[config.mk]
export PLATFORM = sky130hd
export DESIGN_NAME = rr_mux_arbiter
export DESIGN_NICKNAME = d
export VERILOG_FILES = /design/src/rtl/rr_mux_arbiter.sv
export SDC_FILE = /design/constraint.sdc
export NUM_CORES = 1
export LEC_CHECK = 0
export CAP_MARGIN = 20
export CORE_MARGIN = 2
export CORE_UTILIZATION = 30
export CTS_CLUSTER_SIZE = 16
export DETAILED_ROUTE_END_ITERATION = 8
export GPL_TIMING_DRIVEN = 1
export HOLD_SLACK_MARGIN = 0.06
export SYNTH_ARGS = -nofsm -noshare
export SYNTH_HDL_FRONTEND = slang
export SYNTH_SLANG_ARGS = --single-unit
[constraint.sdc]
create_clock -name clk -period 16.22 [get_ports clk]
set_input_delay 2.433 -clock clk [delete_from_list [all_inputs] [get_ports clk]]
set_output_delay 2.433 -clock clk [all_outputs]
set_load 0.01 [all_outputs]
[src/rtl/rr_mux_arbiter.sv]
// Round-robin N:1 stream multiplexer with a single registered output slot.
// Define RR_MUX_ARBITER_ARB_HOLD_EN to keep a channel granted until its in_last beat.
module rr_mux_arbiter #(
  parameter int WIDTH     = 32,
  parameter int CHANNELS  = 4,
  localparam int SEL_WIDTH = $clog2(CHANNELS)
) (
  input  logic                      clk,
  input  logic                      rst_n,
  input  logic [CHANNELS-1:0]       in_valid,
  output logic [CHANNELS-1:0]       in_ready,
  input  logic [WIDTH*CHANNELS-1:0] in_data,
  input  logic [CHANNELS-1:0]       in_last,
  output logic                      out_valid,
  input  logic                      out_ready,
  output logic [WIDTH-1:0]          out_data,
  output logic [SEL_WIDTH-1:0]      out_sel,
  output logic                      out_last
);

  typedef enum logic {ARB, LOCK} state_t;

  state_t               state_q, state_d;
  logic [SEL_WIDTH-1:0] ptr_q, ptr_d;
  logic [SEL_WIDTH-1:0] grant_idx;
  logic [CHANNELS-1:0]  eligible;
  logic                 grant_found;
  logic                 free;
  logic                 accept;
  logic [WIDTH-1:0]     sel_data;
  logic                 sel_last;
  int                   best_rank;
  int                   rank;

  assign free   = !out_valid || out_ready;
  assign accept = free && grant_found && rst_n;

  // Rank 0 is the channel just after the pointer; lowest eligible rank wins.
  always_comb begin
    grant_found = 1'b0;
    grant_idx   = '0;
    best_rank   = CHANNELS;
    rank        = 0;
    for (int i = 0; i < CHANNELS; i++) begin
      rank = (i > int'(ptr_q)) ? (i - int'(ptr_q) - 1)
                               : (i + CHANNELS - int'(ptr_q) - 1);
      if (eligible[i] && (rank < best_rank)) begin
        best_rank   = rank;
        grant_found = 1'b1;
        grant_idx   = SEL_WIDTH'(i);
      end
    end
  end

  always_comb begin
    sel_data = '0;
    sel_last = 1'b0;
    in_ready = '0;
    for (int i = 0; i < CHANNELS; i++) begin
      if (grant_idx == SEL_WIDTH'(i)) begin
        sel_data    = in_data[i*WIDTH +: WIDTH];
        sel_last    = in_last[i];
        in_ready[i] = accept;
      end
    end
  end

`ifdef RR_MUX_ARBITER_ARB_HOLD_EN
  logic [SEL_WIDTH-1:0] lock_q, lock_d;

  // While locked, only the burst owner may be granted.
  always_comb begin
    eligible = in_valid;
    if (state_q == LOCK) begin
      for (int i = 0; i < CHANNELS; i++) begin
        if (lock_q != SEL_WIDTH'(i)) eligible[i] = 1'b0;
      end
    end
  end

  always_comb begin
    state_d = state_q;
    ptr_d   = ptr_q;
    lock_d  = lock_q;
    case (state_q)
      ARB: begin
        if (accept) begin
          if (sel_last) begin
            ptr_d = grant_idx;
          end else begin
            state_d = LOCK;
            lock_d  = grant_idx;
          end
        end
      end
      LOCK: begin
        if (accept && sel_last) begin
          state_d = ARB;
          ptr_d   = lock_q;
        end
      end
      default: state_d = ARB;
    endcase
  end

  always_ff @(posedge clk) begin
    if (!rst_n) lock_q <= '0;
    else        lock_q <= lock_d;
  end
`else
  assign eligible = in_valid;

  always_comb begin
    state_d = ARB;
    ptr_d   = ptr_q;
    case (state_q)
      ARB:     if (accept) ptr_d = grant_idx;
      default: state_d = ARB;
    endcase
  end
`endif

  always_ff @(posedge clk) begin
    if (!rst_n) begin
      state_q <= ARB;
      ptr_q   <= SEL_WIDTH'(CHANNELS - 1);
    end else begin
      state_q <= state_d;
      ptr_q   <= ptr_d;
    end
  end

  // Single-entry output slot; drains when nothing new is accepted.
  always_ff @(posedge clk) begin
    if (!rst_n) begin
      out_valid <= 1'b0;
      out_data  <= '0;
      out_sel   <= '0;
      out_last  <= 1'b0;
    end else if (accept) begin
      out_valid <= 1'b1;
      out_data  <= sel_data;
      out_sel   <= grant_idx;
      out_last  <= sel_last;
    end else if (out_ready) begin
      out_valid <= 1'b0;
    end
  end

endmodule
==> results of run 1 <==
## Yosys cell counts, drive strengths merged (2+ instances only)
cell | n | area (sq um)
nand4 | 5 | 31.28
o221ai | 33 | 289.0
o21ai | 8 | 43.79
nor2 | 38 | 142.6
inv | 7 | 26.28
ha | 20 | 250.2
a31oi | 36 | 337.8
nand3 | 9 | 45.04
o2111ai | 2 | 17.52
or4 | 33 | 247.7
o31ai | 2 | 15.01
nor2b | 3 | 18.77
conb | 2 | 7.510
a21oi | 6 | 33.78
buf | 19 | 138.9
a311o | 28 | 280.3
dfxtp | 38 | 760.7
a21o | 3 | 22.52
and3 | 2 | 12.51
clkbuf | 34 | 127.6
nor3 | 2 | 10.01
nand2 | 111 | 416.7
o211ai | 2 | 15.01
mux2i | 5 | 50.05
o31a | 3 | 26.28
nor4 | 2 | 18.77
nand2b | 3 | 26.27
## worst reg2reg max path: stages, from the launching register on
cell and delay, ps:
dfxtp_1 600, inv_1 180, ha_1 290, inv_1 120, ha_1 200, nand2b_4 70
and3_1 190, ha_1 270, nand2_1 80, a311oi_1 560, nor2_4 250, o31a_1 330
ha_1 290, nand3_1 100, a21o_1 180, a31oi_2 290, a21o_2 180, buf_4 580
o21ai_0 170, ha_1 330, o31a_1 120, a221oi_2 290, o31a_2 170, buf_4 710
o41a_2 900, mux2_4 370
## flip-flops by register name, indices dropped and copies added (netlist names)
name and count:
out_data 32, out_last 1, out_valid 1, out_sel 2
ptr_q 2
## report_power, final
group	switching (W)	internal [W]
clock network	0.0000420	0.0000885
registers	0.0000282	0.000134
logic	0.000488	0.000384
## metrics by stage
stage	total power (W)	setup WS, ps	utilization (%)	hold WS (ps)	instances
after floorplan	0.0007928	6328	-	480.2	474
after global placement	0.001004	4226	46.48	444.0	748
after detailed placement	0.001020	4052	46.48	452.3	748
after CTS	0.001156	4038	48.17	463.6	756
after global routing	0.001265	3442	48.41	506.4	757
final	0.001165	4068	48.41	461.3	757
## layout make-up
class | count | area (sq um)
fill | 1100 | 5916
multi-input combinational | 376 | 2542
timing repair buffer | 185 | 1849
sequential | 38 | 760.7
tap | 143 | 178.9
clock buffer | 5 | 125.1
clock inverter | 3 | 68.82
inverter | 7 | 26.28
## metal layers
layer	part of all wire (%)	routed length, um	GRT usage (%)
met1	43	5594	24.28
met2	48	6318	34.37
met3	7.5	985	4.553
met4	1.5	198	4.878
met5	0	0	0
## worst max path at each step
stage	from	end	depth (start not counted)
2_1_floorplan	in_valid[0]	in_ready[1]	27
3_3_place_gp	in_valid[0]	in_ready[0]	23
3_5_place_dp	in_valid[0]	in_ready[0]	22
4_1_cts	in_valid[0]	in_ready[0]	22
5_1_grt	in_valid[0]	in_ready[0]	22
6_report	in_valid[0]	in_ready[0]	22
## logic make-up (layout without fill, tap and decap cells)
kind of cell | after synthesis | after routing | share of synthesized area, %
AO/OA/AOI/OAI | 131 | 131 | 32.66
multiplexers | 6 | 6 | 1.830
flip-flops | 38 | 38 | 21.40
XOR/XNOR | 2 | 2 | 0.4929
adder cells (fa/ha/maj) | 20 | 20 | 7.040
AND/OR/NAND/NOR | 212 | 212 | 28.12
other | 2 | 5 | 0.2113
buffers and inverters | 60 | 200 | 8.236
==> metrics.csv, run 1 <==
stage,metric,value,unit
status,status,completed,
clock_network,Worst-path clk slew,60,ps
logic_synthesis,Mapped Area,0.003555,sq mm
logic_synthesis,Yosys warning count,0,
routing,vias post-DR,4204,
grt,initial antenna violation count,0,
timing,fmax,0.08229,GHz
timing,minimum clock period,12150,ps
critical_path,Worst setup SP type,primary input,
critical_path,R2R setup slack,8320,ps
critical_path,CP Class,primary input to output pin,
cells_and_area,most frequent cells in the layout,"clkdlybuf4s50_1 (177), nand2_1 (111), dfxtp_1 (38)",
critical_path,Worst Path Buf+Inv,4,
critical_path,Worst EP arrival,9720,ps
critical_path,CP most frequent cell,ha_1,
critical_path,worst reg2reg endpoint,ptr_q[1],
critical_path,Worst EP required,13790,ps
run,Max-Cap Viols,0,
cells_and_area,Final Cell Area,0.005552,sq mm
routing,router iterations before antenna repair,5,
grt,global route total overflow,0,
routing,Routed Antenna Nets,0,
timing,max_slew headroom,37.02,%
routing,Vias/cell,5.554,
critical_path,Crit path max-delay family,compound AO/OA/AOI/OAI gates,
clock_network,number of H-tree levels,2,
pwr,Max VDD drop,0.0001220,V
clock_network,Num CTS Buffers,5,
place,Area after DPL,0.005330,sq mm
clock_network,CTS Sinks,38,
place,routability cong.,0.8695,
logic_synthesis,Post-synth EDFFs,0,
logic_synthesis,Yosys cell types,50,
timing,Final Max Slew Viols,0,
logic_synthesis,Post-Syn Area per Cell,7.547,sq um
routing,Residual DRC,0,
pwr,LEAKAGE,2.057,nW
logic_synthesis,synthesized flop and latch total,38,
clock_network,CTS tree,built,
timing,RSZ-0062 raised after global routing,no,
floorplanning,Cell Rows,39,
logic_synthesis,Post-Synthesis Cells,471,
grt,total track usage,19.61,%
routing,aggregate routed wire length,13100,um
floorplanning,number of I/O pins,179,
cells_and_area,P&R area growth vs syn,56.18,%
cells_and_area,"most common cell after layout, fill and taps aside",clkdlybuf4s50_1,
clock_network,"Setup Fix Bufs, Post-CTS",0,
critical_path,R2R cell count,25,
critical_path,Critical Path Max Stage Delay,880,ps
floorplanning,area of the core,0.01147,sq mm
timing,Setup-failing EPs final,0,
place,Detailed Place HPWL,8906,um
cells_and_area,share of layout cells above drive strength 1,7.655,%
place,Port Buf Inserts,178,
critical_path,CP Cell Sequence,clkdlybuf4s50_1 -> and3_1 -> ha_1 -> nand2_1 -> a311oi_1 -> nor2_4 -> o31a_1 -> ha_1 -> nand3_1 -> a21o_1 -> a31oi_2 -> a21o_2 -> buf_4 -> o21ai_0 -> ha_1 -> o31a_1 -> a221oi_2 -> o31a_2 -> buf_4 -> o41a_2 -> and3_1 -> clkdlybuf4s50_1,
routing,1st-iter DRT viols,218,
floorplanning,die height,112.9,um
clock_network,clk root buf,clkbuf_16,
grt,vias in the first global route,4201,
cells_and_area,# diodes,0,
grt,first-pass GRT wire length,20700,um
pwr,Pwr Density,209.9,mW/mm^2
logic_synthesis,share of the yosys chip area belonging to registers,21.40,%
clock_network,hold buffer count at CTS,0,
floorplanning,effective utilization at floorplan,31.00,%
critical_path,Setup crit end kind,output pin,
floorplanning,chip width,112.9,um
cells_and_area,fin nets,772,
critical_path,maximum fanout along the worst path,96,
grt,largest net degree at the start of global routing,97,
logic_synthesis,Synth Flop Type,dfxtp_1,
critical_path,worst reg2reg startpoint,ptr_q[0],
clock_network,Max Buffers Root-to-Sink,2,
routing,DR WL/cell,17.30,um
timing,final hold vios,0,
hold_path,HP Start,out_sel[1],
logic_synthesis,Post-synth ARST share,0,%
timing,Final period util,74.92,%
hold_path,Hold Crit Class,flip-flop to flip-flop,
critical_path,Slowest cell on crit path,o41a_2,
hold_path,Hold EP,out_sel[1],
timing,skew final,6.315,ps
hold_path,worst hold stages,2,
floorplanning,Die Area,0.01274,sq mm
timing,worst slew pin tran,944.7,ps
clock_network,clk_lat worst skew,280,ps
clock_network,post_cts resized,0,
timing,final setup TNS,0,ps
Note: power is estimated with default switching activity, not from simulation.
==> run 2: changes to the inputs <==
--- a/config.mk
+++ b/config.mk
@@ -12,6 +12,7 @@
 export DETAILED_ROUTE_END_ITERATION = 8
 export GPL_TIMING_DRIVEN = 1
 export HOLD_SLACK_MARGIN = 0.06
+export PLACE_DENSITY = 0.65
 export SYNTH_ARGS = -nofsm -noshare
 export SYNTH_HDL_FRONTEND = slang
 export SYNTH_SLANG_ARGS = --single-unit
==> constraint.sdc (replaced) <==
create_clock -name clk -period 10.6 [get_ports clk]
set_input_delay 1.59 -clock clk [delete_from_list [all_inputs] [get_ports clk]]
set_output_delay 1.59 -clock clk [all_outputs]
set_load 0.01 [all_outputs]
==> run 2 against run 1 <==
  * Critical endpoint unchanged
  * Sequential share of layout area increased by 0.068 points
  * Global-route usage increased by 0.16 points
  * Sequential power increased by 54%
  * Design area decreased by 0.50%
  * Clock skew decreased by 2.8 ps
  * Clock power increased by 37%
  * Via count increased by 0.93%
  * Final cell count increased by 0.13%
  * Critical path type unchanged
  * Sequential cell count unchanged
==> metrics.csv, run 2 (synthesized netlist as in run 1, its figures left out) <==
stage,metric,value,unit,change
timing,fmax,0.1089,GHz,
grt,initial antenna violation count,0,,unchanged
grt,largest net degree at the start of global routing,60,,-38%
critical_path,Critical Path Max Stage Delay,630,ps,-250 ps
timing,worst slew pin tran,848.7,ps,-96.05 ps
floorplanning,effective utilization at floorplan,31.00,%,unchanged
floorplanning,die height,112.9,um,unchanged
critical_path,Worst setup SP type,primary input,,
hold_path,Hold Crit Class,flip-flop to flip-flop,,
pwr,Overall Power,0.001753,W,+50%
cells_and_area,P&R area growth vs syn,55.40,%,
critical_path,CP Cell Sequence,clkdlybuf4s50_1 -> nand2_1 -> ha_1 -> and3b_1 -> a31oi_1 -> nor2_4 -> buf_4 -> o31a_1 -> ha_1 -> nand3_1 -> a21o_1 -> a31oi_2 -> a21o_2 -> buf_4 -> a21oi_2 -> o31a_2 -> o41a_2 -> and3_1 -> clkdlybuf4s50_1,,
routing,1st-iter DRT viols,285,,+31%
critical_path,worst reg2reg startpoint,ptr_q[0],,
floorplanning,chip width,112.9,um,unchanged
critical_path,CP Class,primary input to output pin,,
pwr,LEAKAGE,2.049,nW,-0.38%
cells_and_area,Final Cell Area,0.005524,sq mm,-0.50%
clock_network,"Setup Fix Bufs, Post-CTS",0,,unchanged
pwr,Pwr Density,317.4,mW/mm^2,+51%
timing,minimum clock period,9184,ps,
grt,first-pass GRT wire length,20950,um,+1.2%
cells_and_area,largest registers,"out_data x32, out_sel x2, ptr_q x2",,
floorplanning,area of the core,0.01147,sq mm,unchanged
clock_network,post_cts resized,0,,unchanged
clock_network,clk root buf,clkbuf_16,,
floorplanning,Die Area,0.01274,sq mm,unchanged
timing,RSZ-0062 raised after global routing,no,,
clock_network,Worst-path clk slew,60,ps,about the same
clock_network,Num CTS Buffers,5,,unchanged
pwr,Max VDD drop,0.0001767,V,+45%
cells_and_area,post-layout util,48.17,%,-0.24 points
timing,max_slew headroom,43.42,%,+6.4 points
routing,Routed Antenna Nets,0,,unchanged
routing,aggregate routed wire length,13170,um,+0.58%
timing,skew final,3.495,ps,-2.820 ps
cells_and_area,fin nets,774,,+0.26%
clock_network,hold buffer count at CTS,0,,unchanged
timing,Setup-failing EPs final,0,,unchanged
clock_network,clk_lat worst skew,280,ps,about the same
routing,router iterations before antenna repair,4,,-1
timing,final setup TNS,0,ps,unchanged
cells_and_area,# diodes,0,,unchanged
cells_and_area,"most common cell after layout, fill and taps aside",clkdlybuf4s50_1,,
place,Detailed Place HPWL,9012,um,+1.2%
run,Max-Cap Viols,0,,unchanged
critical_path,Setup crit end kind,output pin,,
grt,vias in the first global route,4215,,+0.33%
timing,Final period util,86.64,%,
hold_path,HP Start,out_sel[1],,
floorplanning,Cell Rows,39,,unchanged
cells_and_area,most frequent cells in the layout,"clkdlybuf4s50_1 (177), nand2_1 (111), dfxtp_1 (38)",,
critical_path,maximum fanout along the worst path,59,,-39%
grt,total track usage,19.77,%,+0.16 points
cells_and_area,number of flip-flops in the largest register,32,,unchanged
routing,DR WL/cell,17.38,um,+0.45%
timing,Final Max Slew Viols,0,,unchanged
grt,global route total overflow,0,,unchanged
status,status,completed,,
routing,Residual DRC,0,,unchanged
cells_and_area,share of layout cells above drive strength 1,7.967,%,+0.31 points
place,Area after DPL,0.005355,sq mm,+0.47%
clock_network,CTS Sinks,38,,unchanged
clock_network,CTS tree,built,,
routing,Vias/cell,5.598,,+0.79%
place,Port Buf Inserts,178,,unchanged
timing,final hold vios,0,,unchanged
critical_path,Worst Setup SP,in_valid[0],,
critical_path,Worst EP arrival,7590,ps,-2130 ps
floorplanning,number of I/O pins,179,,unchanged
critical_path,Slowest cell on crit path,nor2_4,,
clock_network,Max Buffers Root-to-Sink,2,,unchanged
routing,vias post-DR,4243,,+0.93%
critical_path,Worst EP required,9010,ps,-4780 ps
clock_network,number of H-tree levels,2,,unchanged
cells_and_area,most flop-heavy register,out_data,,
place,routability cong.,0.9346,,+7.5%
-- run 2: cell types whose count changed in the layout (fill, tap and decap cells not counted) --
cell	delta
buf_4	+3
buf_16	-1
bufinv_16	-1
clkbuf_8	+1
clkinv_4	-1
nand2b_1	-1
nand2b_2	+1
-- run 2: worst paths after layout --
path	depth (start not counted)	endpoint	slack, ps
hold reg to reg	2	out_sel[1]	460
setup reg to reg	23	ptr_q[1]	3530
setup / recovery	19	in_ready[0]	1420
hold / removal	2	out_sel[1]	460
-- run 2: final cells by class --
| class | instances | area [sq um] |
|---|---|---|
| clock buffer | 6 | 138.9 |
| clock inverter | 1 | 30.03 |
| fill | 1084 | 5943 |
| inverter | 7 | 26.28 |
| multi-input combinational | 376 | 2545 |
| sequential | 38 | 760.7 |
| tap | 143 | 178.9 |
| timing repair buffer | 187 | 1844 |
-- run 2: metal layers --
| metal | vias up | global-route usage [%] | share of wire (%) |
|---|---|---|---|
| li1 | 2079 | - | - |
| met1 | 1990 | 25.00 | 43 |
| met2 | 164 | 34.49 | 48 |
| met3 | 10 | 4.339 | 7.1 |
| met4 | 0 | 4.309 | 1.2 |
| met5 | - | 0 | 0 |
-- run 2: critical path: cells and delay by family --
kind	cells	cell delay [ps]
fa+ha+maj	2	460
compound gates	8	2120
buf+inv	4	2020
simple gates	5	1290
-- run 2: power by group --
group          internal (W)  leakage, nW  switching, W
registers          0.000205        0.316     0.0000452
logic              0.000577         1.65      0.000747
clock network      0.000116       0.0829     0.0000625
total              0.000898         2.05      0.000855
-- run 2: per-stage QoR --
stage | cells | setup WS, ps | hold WS [ps]
after floorplan | 474 | 2394 | 480.2
after CTS | 758 | 1467 | 462.8
after global placement | 751 | 1633 | 448.5
final | 758 | 1416 | 461.1
after detailed placement | 751 | 1501 | 455.8
after global routing | 758 | 1087 | 492.5
==> run 3: changes to the inputs <==
--- a/config.mk
+++ b/config.mk
@@ -13,6 +13,7 @@
 export GPL_TIMING_DRIVEN = 1
 export HOLD_SLACK_MARGIN = 0.06
 export PLACE_DENSITY = 0.65
+export REMOVE_ABC_BUFFERS = 1
 export SYNTH_ARGS = -nofsm -noshare
 export SYNTH_HDL_FRONTEND = slang
 export SYNTH_SLANG_ARGS = --single-unit
==> run 3 against run 2 <==
  * Setup slack worse by 360 ps
  * Clock power is 16% lower
  * Wire length is 0.62% lower
  * Sequential share of layout area is 0.053 points higher
  * Sequential power hardly changed
  * Register-to-register slack better by 190 ps
  * First-iteration DRC count is 38% lower
  * Via count is 0.24% lower
  * Global-route usage hardly changed
  * Critical endpoint unchanged
==> metrics.csv, run 3 (synthesized netlist as in run 1, its figures left out) <==
stage,metric,value,unit,change
timing,max_slew headroom,37.87,%,-5.5 points
timing,Final Max Slew Viols,0,,unchanged
clock_network,Num CTS Buffers,5,,unchanged
floorplanning,Cell Rows,39,,unchanged
critical_path,Worst EP required,9010,ps,about the same
grt,first-pass GRT wire length,20860,um,-0.43%
hold_path,Hold Crit Class,flip-flop to flip-flop,,
routing,Vias/cell,5.577,,-0.37%
status,status,completed,,
floorplanning,effective utilization at floorplan,31.00,%,unchanged
place,Area after DPL,0.005360,sq mm,about the same
grt,met1 usage in global routing,23.14,%,-1.9 points
routing,vias post-DR,4233,,-0.24%
critical_path,Slowest cell on crit path,o41a_2,,
cells_and_area,area of the multi-input gates,0.002545,sq mm,unchanged
routing,Residual DRC,0,,unchanged
cells_and_area,Reg area,760.7,sq um,unchanged
critical_path,CP Class,primary input to output pin,,
critical_path,Worst EP arrival,7950,ps,+360 ps
cells_and_area,# diodes,0,,unchanged
grt,initial antenna violation count,0,,unchanged
grt,busiest grt layer,met2,,
grt,met3 Resource Use GR,5.410,%,+1.1 points
cells_and_area,share of layout cells above drive strength 1,7.792,%,-0.18 points
critical_path,Crit path max-delay family,compound AO/OA/AOI/OAI gates,,
place,dpl ws,1097,ps,-404.1 ps
pwr,Max VDD drop,0.0001599,V,-9.5%
clock_network,CTS Sinks,38,,unchanged
cells_and_area,Final Cell Area,0.005503,sq mm,-0.39%
floorplanning,Die Area,0.01274,sq mm,unchanged
timing,final setup TNS,0,ps,unchanged
run,Max-Cap Viols,0,,unchanged
place,Detailed Place HPWL,9071,um,+0.66%
clock_network,Worst-path clk slew,60,ps,about the same
clock_network,"Setup Fix Bufs, Post-CTS",0,,unchanged
clock_network,CTS tree,built,,
critical_path,Critical Path Max Stage Delay,820,ps,+190 ps
critical_path,Worst setup SP type,primary input,,
cells_and_area,P&R area growth vs syn,54.80,%,
grt,vias in the first global route,4262,,+1.1%
clock_network,clk_lat worst skew,280,ps,about the same
critical_path,maximum fanout along the worst path,37,,-37%
cells_and_area,most frequent cells in the layout,"clkdlybuf4s50_1 (178), nand2_1 (111), dfxtp_1 (38)",,
timing,Final period util,90.01,%,+3.4 points
place,routability cong.,0.9464,,+1.3%
grt,total track usage,19.79,%,+0.027 points
critical_path,CP Cell Sequence,clkdlybuf4s50_1 -> and3_1 -> ha_1 -> nand2_1 -> a311oi_1 -> nor2_4 -> o31a_1 -> ha_1 -> nand3_1 -> a21o_1 -> a31oi_2 -> a21o_2 -> o21ai_0 -> ha_1 -> o31a_1 -> a221oi_2 -> o31a_2 -> o41a_2 -> and3_1 -> clkdlybuf4s50_1,,
routing,aggregate routed wire length,13090,um,-0.62%
critical_path,CP most frequent cell,ha_1,,
timing,worst slew pin tran,931.9,ps,+83.23 ps
timing,fmax,0.1048,GHz,-3.7%
floorplanning,chip width,112.9,um,unchanged
routing,1st-iter DRT viols,178,,-38%
timing,final hold vios,0,,unchanged
clock_network,hold buffer count at CTS,0,,unchanged
pwr,Pwr Density,312.0,mW/mm^2,-1.7%
timing,minimum clock period,9541,ps,+357.4 ps
routing,Routed Antenna Nets,0,,unchanged
clock_network,post_cts resized,0,,unchanged
grt,largest net degree at the start of global routing,76,,+27%
timing,RSZ-0062 raised after global routing,no,,
cells_and_area,"most common cell after layout, fill and taps aside",clkdlybuf4s50_1,,
cells_and_area,Fill cells,1123,,+3.6%
cells_and_area,largest registers,"out_data x32, out_sel x2, ptr_q x2",,
clock_network,number of H-tree levels,2,,unchanged
pwr,LEAKAGE,2.036,nW,-0.63%
place,Port Buf Inserts,178,,unchanged
cells_and_area,most flop-heavy register,out_data,,
cells_and_area,fin nets,774,,unchanged
routing,router iterations before antenna repair,4,,unchanged
routing,DR WL/cell,17.25,um,-0.75%
cells_and_area,number of flip-flops in the largest register,32,,unchanged
floorplanning,area of the core,0.01147,sq mm,unchanged
clock_network,clk root buf,clkbuf_16,,
critical_path,Setup crit end kind,output pin,,
clock_network,Max Buffers Root-to-Sink,2,,unchanged
floorplanning,die height,112.9,um,unchanged
timing,Setup WS post-layout,1059,ps,-357.4 ps
timing,Setup-failing EPs final,0,,unchanged
floorplanning,number of I/O pins,179,,unchanged
timing,skew final,4.801,ps,+1.306 ps
grt,met2 GRT Util,35.45,%,+0.96 points
grt,global route total overflow,0,,unchanged
critical_path,Worst Path Buf+Inv,2,,-2
-- run 3: cell count changes in the layout (fill, tap and decap cells not counted), sizes merged --
cell	change
buf	-1
bufinv	-1
clkdlybuf4s50	+1
clkinv	+2
-- run 3: cell type report --
class	instances	area share [%]
Inverter	7	0.4775
Clock inverter	2	0.2501
Timing Repair Buffer	187	33.61
Sequential cell	38	13.82
Clock buffer	6	2.342
Multi-Input combinational cell	376	46.25
Tap cell	143	3.251
-- run 3: routing by layer --
layer	vias up	share of wire (%)
met4	0	1.7
li1	2074	-
met3	19	7.8
met2	147	49
met1	1993	41
met5	-	0
-- run 3: worst register-to-register path, delay by kind of cell (launching register included) --
kind                     cells  cell delay [ps]
adder cells (fa/ha/maj)      4             1060
AND/OR/NAND/NOR              5              680
flip-flops                   1              570
multiplexers                 1              430
buffers and inverters        3              840
AO/OA/AOI/OAI                8             3200
-- run 3: final timing paths --
check / start / endpoint / slack (ps) / cells past startpoint
max: in_valid[0] / in_ready[0] / 1060 / 20
min: out_sel[1] / out_sel[1] / 470 / 2
max reg2reg: ptr_q[0] / ptr_q[1] / 3720 / 21
min reg2reg: out_sel[1] / out_sel[1] / 470 / 2
-- run 3: report_power, final --
part / total [W] / internal, W / switching, W
registers: 0.000248 / 0.000205 / 0.0000430
clock network: 0.000150 / 0.0000874 / 0.0000623
logic: 0.00132 / 0.000572 / 0.000747
-- run 3: through the flow --
| step | utilization [%] | power, W | hold WS (ps) | instances |
|---|---|---|---|---|
| after detailed placement | 46.74 | 0.001568 | 470.3 | 751 |
| after global routing | 47.99 | 0.001872 | 500.6 | 759 |
| after global placement | 46.74 | 0.001532 | 460.1 | 751 |
| after CTS | 47.99 | 0.001723 | 478.5 | 759 |
| after floorplan | - | 0.001125 | 480.2 | 421 |
| final | 47.99 | 0.001717 | 473.5 | 759 |
